File: src/rtl/command_tracker.sv
// PSL command tag tracker: issues upstream requests as PSL commands on the lowest free tag,
// tracks outstanding tags and command credits, and reports completions upstream.
module command_tracker #(
    parameter int TAGS = 16
) (
    input  logic        ha_pclock,
    input  logic        reset_n,
    input  logic        enable,
    input  logic        req_valid,
    output logic        req_ready,
    input  logic [12:0] req_com,
    input  logic [63:0] req_ea,
    input  logic [11:0] req_size,
    output logic        ah_cvalid,
    output logic [7:0]  ah_ctag,
    output logic        ah_ctagpar,
    output logic [12:0] ah_com,
    output logic        ah_compar,
    output logic [2:0]  ah_cabt,
    output logic [63:0] ah_cea,
    output logic        ah_ceapar,
    output logic [15:0] ah_cch,
    output logic [11:0] ah_csize,
    input  logic [7:0]  ha_croom,
    input  logic        ha_rvalid,
    input  logic [7:0]  ha_rtag,
    input  logic        ha_rtagpar,
    input  logic [7:0]  ha_response,
    input  logic [8:0]  ha_rcredits,
    output logic        done_valid,
    output logic [7:0]  done_tag,
    output logic [7:0]  done_response,
    output logic        idle,
    output logic        err
);

    // state    | meaning
    // ST_IDLE  | job not running, responses ignored
    // ST_LOAD  | one cycle: take ha_croom as credits, clear tag bitmap
    // ST_RUN   | issuing commands and accepting responses
    // ST_DRAIN | enable dropped; waiting for outstanding tags to return
    typedef enum logic [1:0] {ST_IDLE, ST_LOAD, ST_RUN, ST_DRAIN} state_t;

    state_t            state_q, state_d;
    logic [7:0]        credits_q, credits_d;
    logic [TAGS-1:0]   busy_q, busy_d;
    logic              err_q, err_d;

    logic              cvalid_q;
    logic [7:0]        ctag_q;
    logic              ctagpar_q;
    logic [12:0]       com_q;
    logic              compar_q;
    logic [63:0]       cea_q;
    logic              ceapar_q;
    logic [11:0]       csize_q;

    logic              dvalid_q;
    logic [7:0]        dtag_q;
    logic [7:0]        dresp_q;

    logic              any_free;
    logic [7:0]        free_tag;
    logic [TAGS-1:0]   alloc_mask;
    logic [TAGS-1:0]   rel_mask;
    logic              rsp_hit;
    logic              rsp_active;
    logic              rsp_ok;
    logic              rsp_bad;
    logic              accept;
    logic signed [10:0] rc_ext;
    logic signed [10:0] dec;
    logic signed [10:0] cred_sum;
    logic [7:0]        cred_sat;

    // Descending scan so the last assignment wins with the lowest free index.
    always_comb begin
        any_free = 1'b0;
        free_tag = '0;
        for (int i = TAGS - 1; i >= 0; i--) begin
            if (!busy_q[i]) begin
                any_free = 1'b1;
                free_tag = 8'(i);
            end
        end
    end

    assign req_ready  = (state_q == ST_RUN) && (credits_q != 8'd0) && any_free;
    assign accept     = req_valid && req_ready;
    assign rsp_active = ha_rvalid && ((state_q == ST_RUN) || (state_q == ST_DRAIN));

    always_comb begin
        rsp_hit    = 1'b0;
        alloc_mask = '0;
        rel_mask   = '0;
        for (int i = 0; i < TAGS; i++) begin
            if ((ha_rtag == 8'(i)) && busy_q[i]) begin
                rsp_hit = 1'b1;
            end
            if (accept && (free_tag == 8'(i))) begin
                alloc_mask[i] = 1'b1;
            end
            if (rsp_ok && (ha_rtag == 8'(i))) begin
                rel_mask[i] = 1'b1;
            end
        end
    end

    assign rsp_ok  = rsp_active && rsp_hit && (ha_rtagpar == ~^ha_rtag);
    assign rsp_bad = rsp_active && !rsp_ok;

    // Credit arithmetic is done wide and signed, then clamped to 0..255.
    assign rc_ext   = rsp_ok ? signed'({{2{ha_rcredits[8]}}, ha_rcredits}) : 11'sd0;
    assign dec      = accept ? 11'sd1 : 11'sd0;
    assign cred_sum = signed'({3'b000, credits_q}) + rc_ext - dec;

    always_comb begin
        if (cred_sum < 11'sd0) begin
            cred_sat = 8'd0;
        end else if (cred_sum > 11'sd255) begin
            cred_sat = 8'd255;
        end else begin
            cred_sat = cred_sum[7:0];
        end
    end

    always_comb begin
        state_d   = state_q;
        credits_d = credits_q;
        busy_d    = busy_q;
        err_d     = err_q | rsp_bad;
        case (state_q)
            ST_IDLE: begin
                if (enable) begin
                    state_d = ST_LOAD;
                end
            end
            ST_LOAD: begin
                credits_d = ha_croom;
                busy_d    = '0;
                state_d   = ST_RUN;
            end
            ST_RUN: begin
                credits_d = cred_sat;
                busy_d    = (busy_q | alloc_mask) & ~rel_mask;
                if (!enable) begin
                    state_d = ST_DRAIN;
                end
            end
            ST_DRAIN: begin
                credits_d = cred_sat;
                busy_d    = (busy_q | alloc_mask) & ~rel_mask;
                if (busy_d == '0) begin
                    state_d = ST_IDLE;
                end
            end
            default: begin
                state_d = ST_IDLE;
            end
        endcase
    end

    always_ff @(posedge ha_pclock or negedge reset_n) begin
        if (!reset_n) begin
            state_q   <= ST_IDLE;
            credits_q <= '0;
            busy_q    <= '0;
            err_q     <= 1'b0;
        end else begin
            state_q   <= state_d;
            credits_q <= credits_d;
            busy_q    <= busy_d;
            err_q     <= err_d;
        end
    end

    // Command and done registers return to zero whenever no pulse is presented.
    always_ff @(posedge ha_pclock or negedge reset_n) begin
        if (!reset_n) begin
            cvalid_q  <= 1'b0;
            ctag_q    <= '0;
            ctagpar_q <= 1'b0;
            com_q     <= '0;
            compar_q  <= 1'b0;
            cea_q     <= '0;
            ceapar_q  <= 1'b0;
            csize_q   <= '0;
            dvalid_q  <= 1'b0;
            dtag_q    <= '0;
            dresp_q   <= '0;
        end else begin
            cvalid_q  <= accept;
            ctag_q    <= accept ? free_tag : 8'd0;
            ctagpar_q <= accept ? ~^free_tag : 1'b0;
            com_q     <= accept ? req_com : 13'd0;
            compar_q  <= accept ? ~^req_com : 1'b0;
            cea_q     <= accept ? req_ea : 64'd0;
            ceapar_q  <= accept ? ~^req_ea : 1'b0;
            csize_q   <= accept ? req_size : 12'd0;
            dvalid_q  <= rsp_ok;
            dtag_q    <= rsp_ok ? ha_rtag : 8'd0;
            dresp_q   <= rsp_ok ? ha_response : 8'd0;
        end
    end

    assign ah_cvalid     = cvalid_q;
    assign ah_ctag       = ctag_q;
    assign ah_ctagpar    = ctagpar_q;
    assign ah_com        = com_q;
    assign ah_compar     = compar_q;
    assign ah_cabt       = 3'b000;
    assign ah_cea        = cea_q;
    assign ah_ceapar     = ceapar_q;
    assign ah_cch        = 16'h0000;
    assign ah_csize      = csize_q;
    assign done_valid    = dvalid_q;
    assign done_tag      = dtag_q;
    assign done_response = dresp_q;
    assign idle          = (state_q == ST_IDLE);
    assign err           = err_q;

endmodule

File: config.mk
export PLATFORM = sky130hd
export DESIGN_NAME = command_tracker
export DESIGN_NICKNAME = d
export VERILOG_FILES = /design/src/rtl/command_tracker.sv
export SDC_FILE = /design/constraint.sdc
export NUM_CORES = 1
export LEC_CHECK = 0
export CAP_MARGIN = 15
export CORE_MARGIN = 5
export CORE_UTILIZATION = 45
export DETAILED_ROUTE_END_ITERATION = 12
export GPL_ROUTABILITY_DRIVEN = 0
export PLACE_DENSITY = 0.77
export REMOVE_ABC_BUFFERS = 1
export SLEW_MARGIN = 10
export SYNTH_ARGS = -nofsm -noshare
export SYNTH_HDL_FRONTEND = slang
export SYNTH_SLANG_ARGS = --single-unit
export TNS_END_PERCENT = 50
File: constraint.sdc
create_clock -name ha_pclock -period 6.2 [get_ports ha_pclock]
set_clock_uncertainty 0.1 [all_clocks]
set_input_delay 0.93 -clock ha_pclock [delete_from_list [all_inputs] [get_ports ha_pclock]]
set_output_delay 0.93 -clock ha_pclock [all_outputs]
set_load 0.02 [all_outputs]
==> flow_metrics.py, run 1 <==
metrics = {
    "global_routing": {
        "global_route_wire_length_before_repair_um": 33340,
        "gr-usage-met1_pct": 26.31,
        "largest_net_degree_at_the_start_of_global_routing": 96,
        "grt.busiest_layer": "met2",
        "use_met2_pct": 38.42,
        "use_met3_pct": 9.325,
        "first_global_vias": 6324,
        "gr-usage-all-layers_pct": 22.75,
        "grt_antenna_before_repair": 1,
        "globalRoute.totalOverflow": 0,
    },
    "logic_synthesis": {
        "synth_enable_flop_cells": 0,
        "ys_seq_elements": 141,
        "synth_sequential_area_ratio_pct": 47.89,
        "synth.avg_cell_area_sq_um": 10.25,
        "async_reset_ff_share_pct": 100.0,
        "most_frequently_used_flop_master_after_synthesis": "sky130_fd_sc_hd__dfrtp_1",
        "synthesis.area_sq_um": 7368,
        "post_synth_num_cell_types": 58,
        "number_of_warnings_printed_during_yosys_synthesis": 0,
        "synth_cells": 719,
    },
    "min_path": {
        "hold_start": "err$_DFF_PN0_",
        "hold_path.class": "reg2reg",
    },
    "detailed_routing": {
        "detailroute.via_count": 6210,
        "antenna_violating_nets_post_route": 0,
        "drt-pass1-iter-count": 6,
        "route.detailed.drc": 0,
        "drc_marker_count_from_the_first_detailed_route_iteration": 525,
        "wl_per_cell_um": 18.13,
        "vias_per_cell": 5.254,
        "finalWirelength_um": 21430,
    },
    "die": {
        "dieArea_sq_um": 19030,
        "core-area_sq_um": 16000,
        "fp.dieW_um": 138.0,
        "initial_core_util_pct": 46.05,
        "floorplan.rows": 46,
        "top_level_ports": 268,
        "die-height_um": 138.0,
    },
    "timing": {
        "setup_repair_after_global_routing_missed_its_margin": "no",
        "layout_worst_path_cycle_share_pct": 91.24,
        "setup-violations-final": 0,
        "slew_viol_final": 0,
        "fin_worst_hold_slack_ps": 375.7,
        "tightest_slew_ps": 798.6,
        "final.setup.tns_ps": 0,
        "min_period_ps": 5657,
        "report.final.hold_viol_count": 0,
        "worst_slew_margin_rel_pct": 46.76,
        "clock.fmax_ghz": 0.1768,
    },
    "clocking": {
        "postCtsResizedCells": 0,
        "tritoncts_clock_tree": "built",
        "tritoncts_num_sinks": 141,
        "ctsHoldBuffers": 0,
        "cts_root_buf": "sky130_fd_sc_hd__clkbuf_16",
        "cts_inserted_buffers": 17,
        "cts_post_setup_buffers_inserted": 0,
        "clkTransAtPathRegs_ps": 60,
        "worst_skew_pair.late_latency_ps": 410,
        "h-tree-depth": 4,
        "ctsLongestPathBuffers": 2,
    },
    "placed_design": {
        "dp.cells": 1149,
        "hpwl_um": 15740,
        "io_buffer_count": 244,
        "postPlaceCellArea_sq_um": 9931,
    },
    "final_layout": {
        "layout.nets": 1119,
        "synthToLayoutAreaGrowth_pct": 42.61,
        "layout-drive-gt1-share_pct": 4.870,
        "layout.filler_cells": 1330,
        "finished_layout_cells": 1182,
        "post-route-cell-area_sq_um": 10510,
    },
    "setup_path": {
        "critPathKind": "in2reg",
        "critPathMaxStageDelay_ps": 530,
        "rr_worst_depth": 17,
        "setup.reg_to_reg.worst_slack_ps": 1180,
        "worstSetupStartpoint": "ha_rtag[2]",
        "cp_slowest_cell": "sky130_fd_sc_hd__clkdlybuf4s50_1",
        "r2r_end": "credits_q[2]$_DFFE_PN0N_",
        "worst_ep_required_time_ps": 6380,
        "worstSetupStartpointType": "input pin",
        "worst-endpoint-arrival_ps": 5830,
        "kind_of_end_point_of_the_critical_path": "register",
        "worst_setup_endpoint": "credits_q[2]$_DFFE_PN0N_",
        "path_max_fanout": 6,
        "rr_startpoint": "busy_q[6]$_DFFE_PN0N_",
        "worstPathCellList": "clkdlybuf4s50_1, inv_1, ha_1, xnor3_1, xor2_1, a41oi_2, and2_1, nand2_1, ha_1, inv_1, ha_1, fa_1, a21o_1, a21oi_1, o21bai_1, a21o_1, a21o_1, a31o_2, a2111o_1, a21oi_1, a22oi_1",
    },
    "power_and_ir_drop": {
        "internal_power_mw": 2.357,
        "ir_drop_mv": 0.2124,
        "power.share.sequential_pct": 30.0,
        "p_sw_share_pct": 36.25,
        "power_frac_clock_pct": 27.0,
        "power.switching_mw": 1.340,
        "share_of_total_power_in_combinational_logic_pct": 43.1,
        "power-per-cell-area_nw_per_um2": 351.9,
        "p_leak_nw": 5.077,
    },
    "run": {
        "max-cap-violations": 0,
    },
    "run_status": {
        "run_status": "completed",
    },
}
routing by layer:
layer  share of wire (%)  up-vias
met1                  37     2929
met4                 2.1        0
met5                   0        -
li1                    -     2907
met3                  12       51
met2                  49      323
how the worst min path moves through the flow:
stage	to	slack, ps	depth (start not counted)
2_1_floorplan	credits_q[1]$_DFFE_PN0N_	380	2
3_3_place_gp	err$_DFF_PN0_	360	1
3_5_place_dp	err$_DFF_PN0_	370	1
4_1_cts	err$_DFF_PN0_	380	1
5_1_grt	err$_DFF_PN0_	390	1
6_report	err$_DFF_PN0_	380	1
metrics by stage:
stage / utilization, % / total power [mW] / setup slack [ps]
2_1_floorplan: - / 2.133 / -313.6
3_3_place_gp: 62.07 / 2.681 / 243.6
3_5_place_dp: 62.07 / 2.706 / 113.7
4_1_cts: 65.66 / 3.718 / 545.3
5_1_grt: 65.67 / 3.927 / 295.5
6_report: 65.67 / 3.697 / 542.9
worst max-delay path, delay by kind of cell:
kind / cells / cell delay, ps
AND/OR/NAND/NOR: 2 / 250
buffers and inverters: 3 / 650
AO/OA/AOI/OAI: 10 / 2160
adder cells (fa/ha/maj): 4 / 1240
XOR/XNOR: 2 / 580
cells by family (layout without fill, tap and decap cells):
kind of cell / after synthesis / in the layout / synth area share [%]
AOI/OAI and AO/OA: 122 / 122 / 11.80
xor gates and xnor gates: 86 / 86 / 10.41
adders and majority gates: 39 / 39 / 6.724
buffers and inverters: 111 / 335 / 6.860
DFF: 141 / 141 / 47.89
muxes: 1 / 1 / 0.1359
other: 1 / 24 / 0.05089
and+or+nand+nor: 218 / 218 / 16.13
cell usage after synthesis (2+ instances only):
cell	count	area (sq um)
sky130_fd_sc_hd__dfrtp_1	141	3528
sky130_fd_sc_hd__and3_1	107	669.4
sky130_fd_sc_hd__xnor2_1	71	621.9
sky130_fd_sc_hd__inv_1	50	187.7
sky130_fd_sc_hd__nand2_1	40	150.1
sky130_fd_sc_hd__ha_1	38	475.5
sky130_fd_sc_hd__clkbuf_1	34	127.6
sky130_fd_sc_hd__nor2_1	32	120.1
sky130_fd_sc_hd__a21oi_1	29	145.1
sky130_fd_sc_hd__buf_4	23	172.7
sky130_fd_sc_hd__a31oi_1	15	93.84
sky130_fd_sc_hd__xor2_1	14	122.6
sky130_fd_sc_hd__o21ai_0	12	60.06
sky130_fd_sc_hd__nand3_1	9	45.04
sky130_fd_sc_hd__a21boi_0	7	52.55
sky130_fd_sc_hd__a21o_1	6	45.04
sky130_fd_sc_hd__a22o_1	6	52.55
sky130_fd_sc_hd__a222oi_1	5	50.05
sky130_fd_sc_hd__a41oi_1	5	43.79
sky130_fd_sc_hd__and2_1	5	31.28
sky130_fd_sc_hd__nand4_1	5	31.28
sky130_fd_sc_hd__o21bai_1	5	37.54
sky130_fd_sc_hd__o221ai_1	5	43.79
sky130_fd_sc_hd__a22oi_1	4	30.03
sky130_fd_sc_hd__nor2b_1	4	25.02
sky130_fd_sc_hd__o211ai_1	3	22.52
sky130_fd_sc_hd__or3_1	3	18.77
sky130_fd_sc_hd__or4_1	3	22.52
sky130_fd_sc_hd__a2111o_1	2	22.52
sky130_fd_sc_hd__a2111oi_0	2	17.52
sky130_fd_sc_hd__a211oi_1	2	15.01
sky130_fd_sc_hd__a31o_1	2	17.52
sky130_fd_sc_hd__buf_2	2	10.01
sky130_fd_sc_hd__nand2b_1	2	12.51
sky130_fd_sc_hd__nor4_1	2	12.51
sky130_fd_sc_hd__o2111ai_1	2	17.52
state kept, by name, indices dropped and copies added, names as in the netlist, 2 cells and up:
| name | cells |
|---|---|
| busy_q | 16 |
| done_tag | 8 |
| state_q | 2 |
| ah_cea | 64 |
| ah_ctag | 4 |
| done_response | 8 |
| credits_q | 8 |
| ah_csize | 12 |
| ah_com | 13 |
cell usage in the layout (no fill, tap or decap), drive strengths merged, types with 6 or more instances in the layout:
cell,Yosys,layout
clkbuf,34,20
inv,51,54
nand3,9,9
and3,107,107
a21o,6,6
xor2,14,14
o21ai,12,12
ha,38,38
conb,1,23
nand2,41,41
a21oi,29,29
buf,26,9
xnor2,71,71
nor2,32,32
a31oi,15,15
a21boi,7,7
clkdlybuf4s50,0,243
dfrtp,141,141
a22o,6,6
power by group through the flow:
stage | logic, mW | clock network [mW] | registers [mW]
finish | 1.59 | 0.997 | 1.11
CTS | 1.59 | 1.02 | 1.11
detailed placement | 1.58 | 0 | 1.12
global route | 1.75 | 1.06 | 1.12
floorplan | 0.904 | 0 | 1.23
global placement | 1.56 | 0 | 1.12
layout make-up:
| class | count | area, sq um | share of cell area [%] |
|---|---|---|---|
| flip-flops and latches | 141 | 3528 | 33.58 |
| multi-input cells | 489 | 3437 | 32.71 |
| repair buffers | 252 | 2504 | 23.83 |
| clock buffers | 20 | 436.7 | 4.156 |
| well taps | 216 | 270.3 | 2.572 |
| inverters | 51 | 191.4 | 1.822 |
| clock inverters | 12 | 137.6 | 1.310 |
| diodes | 1 | 2.502 | 0.02382 |
No activity file was read; power rests on OpenSTA's default activity.
==> inputs of run 2 (changes only) <==
--- a/config.mk
+++ b/config.mk
@@ -6,11 +6,13 @@
 export NUM_CORES = 1
 export LEC_CHECK = 0
 export CAP_MARGIN = 15
+export CORE_ASPECT_RATIO = 0.6
 export CORE_MARGIN = 5
-export CORE_UTILIZATION = 45
+export CORE_UTILIZATION = 47
+export CTS_BUF_LIST = sky130_fd_sc_hd__clkbuf_2 sky130_fd_sc_hd__clkbuf_4 sky130_fd_sc_hd__clkbuf_8
 export DETAILED_ROUTE_END_ITERATION = 12
 export GPL_ROUTABILITY_DRIVEN = 0
-export PLACE_DENSITY = 0.77
+export PLACE_DENSITY = 0.8
 export REMOVE_ABC_BUFFERS = 1
 export SLEW_MARGIN = 10
 export SYNTH_ARGS = -nofsm -noshare
==> run 2 against run 1 <==
Sequential cell count did not move. Combinational power barely moved. Clock power fell by 28%. Final area fell by 2.0%. Critical path depth did not move. Critical endpoint unchanged. Largest cell class unchanged.
==> flow_metrics.py, run 2 (synthesis results as in run 1) <==
metrics = {
    "final_layout": {
        "multiInputGateArea_sq_um": 3437,
        "layout.nets": 1120,
        "synthToLayoutAreaGrowth_pct": 39.72,
        "diodes": 0,
        "most_used_cells_in_the_layout_excluding_fill_and_tap_cells": "sky130_fd_sc_hd__clkdlybuf4s50_1 (243), sky130_fd_sc_hd__dfrtp_1 (141), sky130_fd_sc_hd__and3_1 (107), sky130_fd_sc_hd__xnor2_1 (71), sky130_fd_sc_hd__inv_1 (50)",
        "layout.filler_cells": 1241,
        "finished_layout_cells": 1168,
        "register_area_sq_um": 3528,
        "commonest_non_fill_non_tap_cell_in_the_layout": "sky130_fd_sc_hd__clkdlybuf4s50_1",
        "number_of_flip_flops_under_the_largest_register_name": 64,
        "layout-drive-gt1-share_pct": 5.181,
        "post-route-cell-area_sq_um": 10290,
    },
    "min_path": {
        "hold_start": "credits_q[1]$_DFFE_PN0N_",
        "min_delay_worst_endpoint": "credits_q[1]$_DFFE_PN0N_",
        "whs_path_depth": 2,
        "hold_path.class": "reg2reg",
    },
    "setup_path": {
        "setup.reg_to_reg.worst_slack_ps": 1130,
        "worst_ep_required_time_ps": 6400,
        "kind_of_end_point_of_the_critical_path": "register",
        "critPathKind": "in2reg",
        "worst-endpoint-arrival_ps": 6080,
        "rr_worst_depth": 17,
        "path_max_fanout": 6,
        "worstSetupStartpointType": "input pin",
        "rr_startpoint": "busy_q[15]$_DFFE_PN0N_",
        "r2r_end": "credits_q[2]$_DFFE_PN0N_",
    },
    "timing": {
        "slew_viol_final": 0,
        "min_period_ps": 5880,
        "tightest_slew_ps": 860.5,
        "report.final.hold_viol_count": 0,
        "clock.fmax_ghz": 0.1701,
        "worst_slew_margin_rel_pct": 42.63,
        "layout_worst_path_cycle_share_pct": 94.83,
        "setup-violations-final": 0,
        "final.setup.tns_ps": 0,
        "setup_repair_after_global_routing_missed_its_margin": "no",
    },
    "die": {
        "floorplan.rows": 35,
        "initial_core_util_pct": 47.94,
        "die-height_um": 107.0,
        "fp.dieW_um": 171.6,
        "core-area_sq_um": 15370,
        "dieArea_sq_um": 18360,
        "top_level_ports": 268,
    },
    "detailed_routing": {
        "drc_marker_count_from_the_first_detailed_route_iteration": 682,
        "antenna_violating_nets_post_route": 0,
        "wl_per_cell_um": 18.73,
        "finalWirelength_um": 21880,
        "vias_per_cell": 5.360,
        "detailroute.via_count": 6260,
        "drt-pass1-iter-count": 6,
        "route.detailed.drc": 0,
    },
    "clocking": {
        "worst_skew_pair.late_latency_ps": 430,
        "cts_post_setup_buffers_inserted": 0,
        "clkTransAtPathRegs_ps": 90,
        "cts_root_buf": "sky130_fd_sc_hd__clkbuf_8",
        "ctsLongestPathBuffers": 2,
        "h-tree-depth": 4,
        "cts_inserted_buffers": 17,
        "postCtsResizedCells": 0,
        "ctsHoldBuffers": 0,
        "tritoncts_clock_tree": "built",
        "tritoncts_num_sinks": 141,
    },
    "global_routing": {
        "grt_antenna_before_repair": 0,
        "largest_net_degree_at_the_start_of_global_routing": 98,
        "first_global_vias": 6146,
        "global_route_wire_length_before_repair_um": 33840,
        "gr-usage-all-layers_pct": 23.45,
        "globalRoute.totalOverflow": 0,
    },
    "placed_design": {
        "io_buffer_count": 244,
        "hpwl_um": 16480,
        "dp.cells": 1137,
        "postPlaceCellArea_sq_um": 9922,
    },
    "run": {
        "max-cap-violations": 0,
    },
    "power_and_ir_drop": {
        "power-per-cell-area_nw_per_um2": 333.8,
        "ir_drop_mv": 0.1598,
        "p_leak_nw": 4.993,
    },
    "run_status": {
        "run_status": "completed",
    },
}
## run 2: changes by cell type in the layout (fill, tap and decap cells not counted)
cell,before,now
sky130_fd_sc_hd__diode_2,1,0
sky130_fd_sc_hd__clkinv_2,2,1
sky130_fd_sc_hd__clkbuf_1,3,0
sky130_fd_sc_hd__clkbuf_8,0,17
sky130_fd_sc_hd__bufinv_16,2,1
sky130_fd_sc_hd__buf_4,8,9
sky130_fd_sc_hd__inv_8,0,1
sky130_fd_sc_hd__inv_6,3,5
sky130_fd_sc_hd__clkbuf_4,0,1
sky130_fd_sc_hd__clkbuf_16,17,0
## run 2: final cells by class
class	count	area share, %
timing repair buffer	253	24.39
clock buffer	18	2.346
clock inverter	13	1.276
inverter	51	1.860
multi-input combinational	489	33.39
sequential	141	34.27
tap	203	2.467
## run 2: power breakdown
group,switching (mW),internal [mW]
clock,0.384,0.330
combinational,0.907,0.713
sequential,0.0565,1.05
## run 2: stage by stage
step | setup WS [ps] | power [mW] | hold WS [ps] | utilization [%]
2_1_floorplan | -313.6 | 2.133 | 378.3 | -
3_3_place_gp | 132.9 | 2.693 | 411.9 | 64.55
3_5_place_dp | -76.76 | 2.729 | 415.1 | 64.55
4_1_cts | 372.2 | 3.443 | 432.5 | 66.98
5_1_grt | 123.4 | 3.646 | 477.5 | 66.98
6_report | 320.3 | 3.437 | 431.2 | 66.98
## run 2: how the worst max path moves through the flow
stage,start,to,slack (ps),depth (start not counted)
after global routing,ha_rtag[2],credits_q[6]$_DFFE_PN0N_,120,21
after detailed placement,ha_rtag[2],credits_q[2]$_DFFE_PN0N_,-80,21
after global placement,ha_rtag[2],credits_q[5]$_DFFE_PN0N_,130,21
final,ha_rtag[2],credits_q[2]$_DFFE_PN0N_,320,21
after CTS,ha_rtag[2],credits_q[2]$_DFFE_PN0N_,370,21
after floorplan,req_valid,credits_q[2]$_DFFE_PN0N_,-310,17
## run 2: critical path, cell delays in order
cell and delay [ps]:
sky130_fd_sc_hd__clkdlybuf4s50_1 550, sky130_fd_sc_hd__inv_1 90, sky130_fd_sc_hd__ha_1 310, sky130_fd_sc_hd__xnor3_1 390
sky130_fd_sc_hd__xor2_1 200, sky130_fd_sc_hd__a41oi_2 180, sky130_fd_sc_hd__and2_1 270, sky130_fd_sc_hd__nand2_1 90
sky130_fd_sc_hd__ha_1 270, sky130_fd_sc_hd__inv_1 40, sky130_fd_sc_hd__ha_1 220, sky130_fd_sc_hd__fa_1 460
sky130_fd_sc_hd__a21o_1 180, sky130_fd_sc_hd__a21oi_1 220, sky130_fd_sc_hd__o21bai_1 100, sky130_fd_sc_hd__a21o_1 230
sky130_fd_sc_hd__a21o_1 210, sky130_fd_sc_hd__a31o_2 240, sky130_fd_sc_hd__a2111o_1 450, sky130_fd_sc_hd__a21oi_1 310
sky130_fd_sc_hd__a22oi_1 130
## run 2: metal layers
metal | global-route usage [%] | part of all wire, % | vias to the layer above
li1 | - | - | 2904
met1 | 32.64 | 42 | 2941
met2 | 35.88 | 44 | 373
met3 | 6.927 | 12 | 42
met4 | 6.275 | 2.0 | 0
met5 | 0 | 0 | -
==> inputs of run 3 (changes only) <==
--- a/config.mk
+++ b/config.mk
@@ -8,11 +8,11 @@
 export CAP_MARGIN = 15
 export CORE_ASPECT_RATIO = 0.6
 export CORE_MARGIN = 5
-export CORE_UTILIZATION = 47
+export CORE_UTILIZATION = 42
 export CTS_BUF_LIST = sky130_fd_sc_hd__clkbuf_2 sky130_fd_sc_hd__clkbuf_4 sky130_fd_sc_hd__clkbuf_8
 export DETAILED_ROUTE_END_ITERATION = 12
 export GPL_ROUTABILITY_DRIVEN = 0
-export PLACE_DENSITY = 0.8
+export PLACE_DENSITY = 0.75
 export REMOVE_ABC_BUFFERS = 1
 export SLEW_MARGIN = 10
 export SYNTH_ARGS = -nofsm -noshare
==> constraint.sdc (replaced) <==
create_clock -name ha_pclock -period 5.37 [get_ports ha_pclock]
set_clock_uncertainty 0.1 [all_clocks]
set_input_delay 0.8055 -clock ha_pclock [delete_from_list [all_inputs] [get_ports ha_pclock]]
set_output_delay 0.8055 -clock ha_pclock [all_outputs]
set_load 0.02 [all_outputs]
==> run 3 against run 2 <==
Combinational power rose by 28%. Final cell count rose by 5.6%. Critical endpoint is now credits_q[3]$_DFFE_PN0N_. Die area rose by 11%. Register-to-register slack got worse by 420 ps. Critical path type unchanged. Highest routed layer is now met5. Hold slack got worse by 58 ps. Worst setup slack got worse by 160 ps. Non-clock buffer count rose by 33. First-iteration DRC count rose by 3.1%. Sequential power rose by 16%. Sequential cell count did not move. Final area rose by 3.9%.
==> flow_metrics.py, run 3 (synthesis results as in run 1) <==
metrics = {
    "run_status": {
        "run_status": "completed",
    },
    "timing": {
        "layout_worst_path_cycle_share_pct": 96.99,
        "worst_slew_margin_rel_pct": 38.44,
        "min_period_ps": 5208,
        "slew_viol_final": 0,
        "setup-violations-final": 0,
        "report.final.hold_viol_count": 0,
        "tightest_slew_ps": 923.4,
        "setup_repair_after_global_routing_missed_its_margin": "no",
        "final.setup.tns_ps": 0,
        "clock.fmax_ghz": 0.1920,
    },
    "detailed_routing": {
        "antenna_violating_nets_post_route": 0,
        "finalWirelength_um": 21650,
        "vias_per_cell": 5.118,
        "wl_per_cell_um": 17.56,
        "route.detailed.drc": 0,
        "drt-pass1-iter-count": 6,
        "drc_marker_count_from_the_first_detailed_route_iteration": 703,
        "detailroute.via_count": 6310,
    },
    "setup_path": {
        "r2r_end": "state_q[0]$_DFFE_PN0P_",
        "critPathKind": "in2reg",
        "rr_startpoint": "busy_q[14]$_DFFE_PN0N_",
        "worst-endpoint-arrival_ps": 5410,
        "path_max_fanout": 4,
        "setup.reg_to_reg.worst_slack_ps": 710,
        "worstSetupStartpointType": "input pin",
        "rr_worst_depth": 17,
        "worst_ep_required_time_ps": 5570,
        "kind_of_end_point_of_the_critical_path": "register",
    },
    "clocking": {
        "clkTransAtPathRegs_ps": 100,
        "worst_skew_pair.late_latency_ps": 440,
        "cts_root_buf": "sky130_fd_sc_hd__clkbuf_8",
        "tritoncts_clock_tree": "built",
        "tritoncts_num_sinks": 141,
        "ctsLongestPathBuffers": 2,
        "cts_inserted_buffers": 17,
        "h-tree-depth": 4,
    },
    "global_routing": {
        "grt_antenna_before_repair": 1,
        "first_global_vias": 6183,
        "global_route_wire_length_before_repair_um": 33950,
        "largest_net_degree_at_the_start_of_global_routing": 103,
        "globalRoute.totalOverflow": 0,
        "gr-usage-all-layers_pct": 20.63,
    },
    "placed_design": {
        "hpwl_um": 16190,
        "dp.cells": 1199,
        "postPlaceCellArea_sq_um": 10190,
        "io_buffer_count": 244,
    },
    "final_layout": {
        "layout.nets": 1153,
        "layout.filler_cells": 1422,
        "layout-drive-gt1-share_pct": 9.409,
        "diodes": 0,
        "number_of_flip_flops_under_the_largest_register_name": 64,
        "finished_layout_cells": 1233,
        "most_used_cells_in_the_layout_excluding_fill_and_tap_cells": "sky130_fd_sc_hd__clkdlybuf4s50_1 (243), sky130_fd_sc_hd__dfrtp_1 (141), sky130_fd_sc_hd__and3_1 (107), sky130_fd_sc_hd__xnor2_1 (71), sky130_fd_sc_hd__inv_1 (50)",
        "commonest_non_fill_non_tap_cell_in_the_layout": "sky130_fd_sc_hd__clkdlybuf4s50_1",
        "synthToLayoutAreaGrowth_pct": 45.17,
        "post-route-cell-area_sq_um": 10700,
    },
    "die": {
        "initial_core_util_pct": 42.90,
        "core-area_sq_um": 17180,
        "floorplan.rows": 37,
        "dieArea_sq_um": 20380,
        "die-height_um": 112.6,
        "top_level_ports": 268,
        "fp.dieW_um": 181.0,
    },
    "min_path": {
        "hold_path.class": "in2async",
    },
    "run": {
        "max-cap-violations": 0,
    },
    "power_and_ir_drop": {
        "power-per-cell-area_nw_per_um2": 398.4,
        "post-layout-total-power_mw": 4.261,
        "ir_drop_mv": 0.2049,
        "p_leak_nw": 5.189,
    },
}
==> run 3: area by class of cell <==
type	count	area [sq um]	share of cell area [%]
Sequential cell	141	3528	32.99
Inverter	51	191.4	1.790
Clock inverter	15	192.7	1.801
Tap cell	234	292.8	2.737
Timing Repair Buffer	286	2759	25.79
Multi-Input combinational cell	489	3498	32.71
Clock buffer	17	234.0	2.187
==> run 3: worst max path at each step <==
stage	startpoint	endpoint	slack [ps]
global route	ha_rtag[0]	credits_q[3]$_DFFE_PN0N_	0.2
floorplan	req_valid	credits_q[2]$_DFFE_PN0N_	-1020
detailed placement	ha_rtag[6]	credits_q[2]$_DFFE_PN0N_	-540
finish	ha_rtag[1]	credits_q[3]$_DFFE_PN0N_	160
CTS	ha_rtag[6]	credits_q[3]$_DFFE_PN0N_	30
global placement	ha_rtag[2]	credits_q[5]$_DFFE_PN0N_	-350
==> run 3: repair_timing <==
action                                  CTS  global route
pin swaps                                 0             7
hold buffers                              0             0
endpoints found under the setup margin    7             8
buffers inserted                          0             2
gates resized for setup                   3            10
==> run 3: per-stage QoR <==
step | util [%] | setup slack [ps] | hold slack (ps)
global route | 62.28 | 0.2194 | 421.7
finish | 62.28 | 161.8 | 373.2
CTS | 61.88 | 26.25 | 396.0
detailed placement | 59.35 | -537.0 | 372.5
global placement | 59.35 | -350.1 | 363.3
floorplan | - | -1019 | 378.3
==> run 3: power breakdown <==
| group | switching, mW | leakage, nW | internal (mW) |
|---|---|---|---|
| Combinational | 1.12 | 3.05 | 0.961 |
| Sequential | 0.0677 | 1.92 | 1.21 |
| Clock | 0.506 | 0.215 | 0.402 |
| Total | 1.69 | 5.19 | 2.57 |
==> run 3: per-layer routing <==
layer,track usage (%),vias to the layer above,share of wire [%]
met5,0,-,0.051
met4,4.498,2,1.7
met3,7.902,47,12
met2,30.37,342,42
met1,29.06,2945,44
li1,-,2974,-
==> run 3: worst max-delay path: stages <==
cell	delay (ps)
sky130_fd_sc_hd__clkdlybuf4s50_1	500
sky130_fd_sc_hd__inv_1	100
sky130_fd_sc_hd__ha_4	270
sky130_fd_sc_hd__xnor3_2	440
sky130_fd_sc_hd__xor2_2	180
sky130_fd_sc_hd__a41oi_2	190
sky130_fd_sc_hd__and2_4	200
sky130_fd_sc_hd__nand2_1	60
sky130_fd_sc_hd__ha_1	270
sky130_fd_sc_hd__inv_1	40
sky130_fd_sc_hd__ha_2	190
sky130_fd_sc_hd__fa_2	390
sky130_fd_sc_hd__a21o_1	170
sky130_fd_sc_hd__a21oi_2	160
sky130_fd_sc_hd__o21bai_1	80
sky130_fd_sc_hd__a21o_1	180
sky130_fd_sc_hd__a21o_1	200
sky130_fd_sc_hd__a31o_2	250
sky130_fd_sc_hd__a2111o_1	360
sky130_fd_sc_hd__buf_4	170
sky130_fd_sc_hd__nor2_1	90
sky130_fd_sc_hd__o221ai_1	120
==> RTL edit: new RTL, config.mk and constraints of run 2 <==
Set the parameter `TAGS` to 17 (it was 16).
--- a/src/rtl/command_tracker.sv
+++ b/src/rtl/command_tracker.sv
@@ -3,3 +3,3 @@
 module command_tracker #(
-    parameter int TAGS = 16
+    parameter int TAGS = 17
 ) (
Function: no difference found for any inputs over 4 cycles, from zero or initial values and one cycle with reset_n low; that may be too few to reach the edited logic, so the function may still have changed.
==> RTL edit against run 2 <==
Setup slack better by 0.32 ns; area after synthesis is 2.5% higher; hold slack got worse by 0.045 ns; sequential cell count up 2; fmax grew 5.7%; total power is 4.2% higher; synthesized cell count increased by 2.2%; non-clock buffer count shrank 2; die area increased by 2.3%; design area rose by 1.8%; clock power rose by 1%; critical path depth is the same; wire length up 2.4%; largest cell class unchanged.
==> RTL edit: results (changes against run 2) <==
<table>
<tr><th>Metric</th><th>Value</th></tr>
<tr><th colspan="2">Status</th></tr>
<tr><td>Status</td><td>complete, no violations</td></tr>
<tr><th colspan="2">Route</th></tr>
<tr><td>1st-pass router iterations</td><td>8 (+2)</td></tr>
<tr><td>Routed WL</td><td>22400 um (+2.4%)</td></tr>
<tr><td>Count of routing violations after the opening detailed-route iteration</td><td>700 (+2.6%)</td></tr>
<tr><td>Mean number of vias per cell</td><td>5.21 (-2.8%)</td></tr>
<tr><th colspan="2">Clocking</th></tr>
<tr><td>CTS root buffer</td><td>sky130_fd_sc_hd__clkbuf_8</td></tr>
<tr><td>Clock insertion delay at the later pin of the skew report</td><td>0.45 ns (+0.02 ns)</td></tr>
<tr><th colspan="2">Hold path</th></tr>
<tr><td>Class of the most critical hold timing path</td><td>in2async</td></tr>
<tr><th colspan="2">Layout</th></tr>
<tr><td>Filler Cells Inserted</td><td>1257 (+1.3%)</td></tr>
<tr><td>Number of nets at the end of the flow</td><td>1142 (+2.0%)</td></tr>
<tr><th colspan="2">Synth</th></tr>
<tr><td>Most area-consuming cells after synthesis</td><td>sky130_fd_sc_hd__dfrtp_1 (47%), sky130_fd_sc_hd__xnor2_1 (8.7%), sky130_fd_sc_hd__and2_1 (8.3%)</td></tr>
<tr><td>Most frequent cells after synthesis</td><td>sky130_fd_sc_hd__dfrtp_1 (143), sky130_fd_sc_hd__and2_1 (100), sky130_fd_sc_hd__xnor2_1 (75)</td></tr>
<tr><th colspan="2">Global routing</th></tr>
<tr><td>Global-route wire length before repair</td><td>34900 um (+3.0%)</td></tr>
<tr><td>Via count of the first global-routing pass</td><td>5987 (-2.6%)</td></tr>
<tr><td>Maximum number of pins on one net before global-route repair</td><td>92 (-6.1%)</td></tr>
<tr><td>GRT Total Usage</td><td>23.7% (+0.25 points)</td></tr>
<tr><th colspan="2">Worst setup path</th></tr>
<tr><td>Maximum fanout along the worst path</td><td>34 (+28)</td></tr>
<tr><td>Reg2reg start</td><td>state_q[0]</td></tr>
<tr><td>Reg2reg path depth</td><td>20 (+3)</td></tr>
<tr><td>Delay of the slowest critical-path stage</td><td>0.51 ns (-0.04 ns)</td></tr>
<tr><td>Arrival time at the worst endpoint</td><td>5.76 ns (-0.32 ns)</td></tr>
<tr><th colspan="2">Placed design</th></tr>
<tr><td>Input/output buffers</td><td>245 (+0.41%)</td></tr>
<tr><td>Cell Area, Placed</td><td>10100 um2 (+1.8%)</td></tr>
<tr><th colspan="2">Power and ir drop</th></tr>
<tr><td>Internal Power</td><td>0.00212 W (+1.6%)</td></tr>
<tr><td>Peak supply drop</td><td>244 uV (+53%)</td></tr>
<tr><th colspan="2">STA</th></tr>
<tr><td>Worst-Margin Slew</td><td>0.843 ns (-0.0173 ns)</td></tr>
</table>
RTL edit: layout make-up:
cell class                      count  area share [%]
Multi-Input combinational cell    509            34.1
Timing Repair Buffer              251            23.8
Inverter                           52            1.86
Clock inverter                     13            1.13
Clock buffer                       19            2.44
Sequential cell                   143            34.2
Tap cell                          203            2.42
RTL edit: power by group through the flow:
stage / logic, W / clock network (W) / registers [W]
after floorplan: 0.000948 / 0 / 0.00128
after global placement: 0.00166 / 0 / 0.00116
after detailed placement: 0.00170 / 0 / 0.00116
after CTS: 0.00171 / 0.000732 / 0.00114
after global routing: 0.00186 / 0.000774 / 0.00116
final: 0.00171 / 0.000723 / 0.00114
RTL edit: cell families after synthesis:
group                      share of synthesized area [%]
and+or+nand+nor                                     16.8
DFF                                                 47.4
AOI/OAI and AO/OA                                   11.9
buffers and inverters                               6.33
xor gates and xnor gates                            10.2
adders and majority gates                           6.72
muxes                                              0.745
other                                             0.0496
RTL edit: metal layers:
metal / track usage [%] / wire [um] / vias up
li1: - / - / 2914
met5: 0 / 0 / -
met4: 4.12 / 241 / 0
met1: 34.2 / 9930 / 2919
met3: 7.48 / 2280 / 36
met2: 35.7 / 9950 / 329
RTL edit: worst max-delay path by stage:
stage	startpoint	end	slack (ns)
floorplan	ha_rtag[2]	credits_q[7]	0.81
global placement	ha_rtag[2]	credits_q[7]	0.35
detailed placement	ha_rtag[2]	credits_q[2]	0.26
CTS	ha_rtag[2]	credits_q[7]	0.72
global route	ha_rtag[0]	credits_q[1]	0.27
finish	ha_rtag[2]	credits_q[2]	0.64
RTL edit: through the flow:
step           instances  setup slack, ns  util, %  hold slack [ns]
4_1_cts             1190            0.715     67.4            0.397
3_5_place_dp        1158            0.255     65.0            0.374
2_1_floorplan        704            0.812        -            0.407
6_report            1190            0.639     67.4            0.386
5_1_grt             1190            0.268     67.4            0.418
3_3_place_gp        1158            0.349     65.0            0.357
RTL edit: worst max-delay path, delay by kind of cell:
kind | cells | cell delay (ns)
compound gates | 9 | 2.02
fa+ha+maj | 3 | 1.01
buf+inv | 4 | 0.99
xor+xnor | 2 | 0.50
simple gates | 3 | 0.29
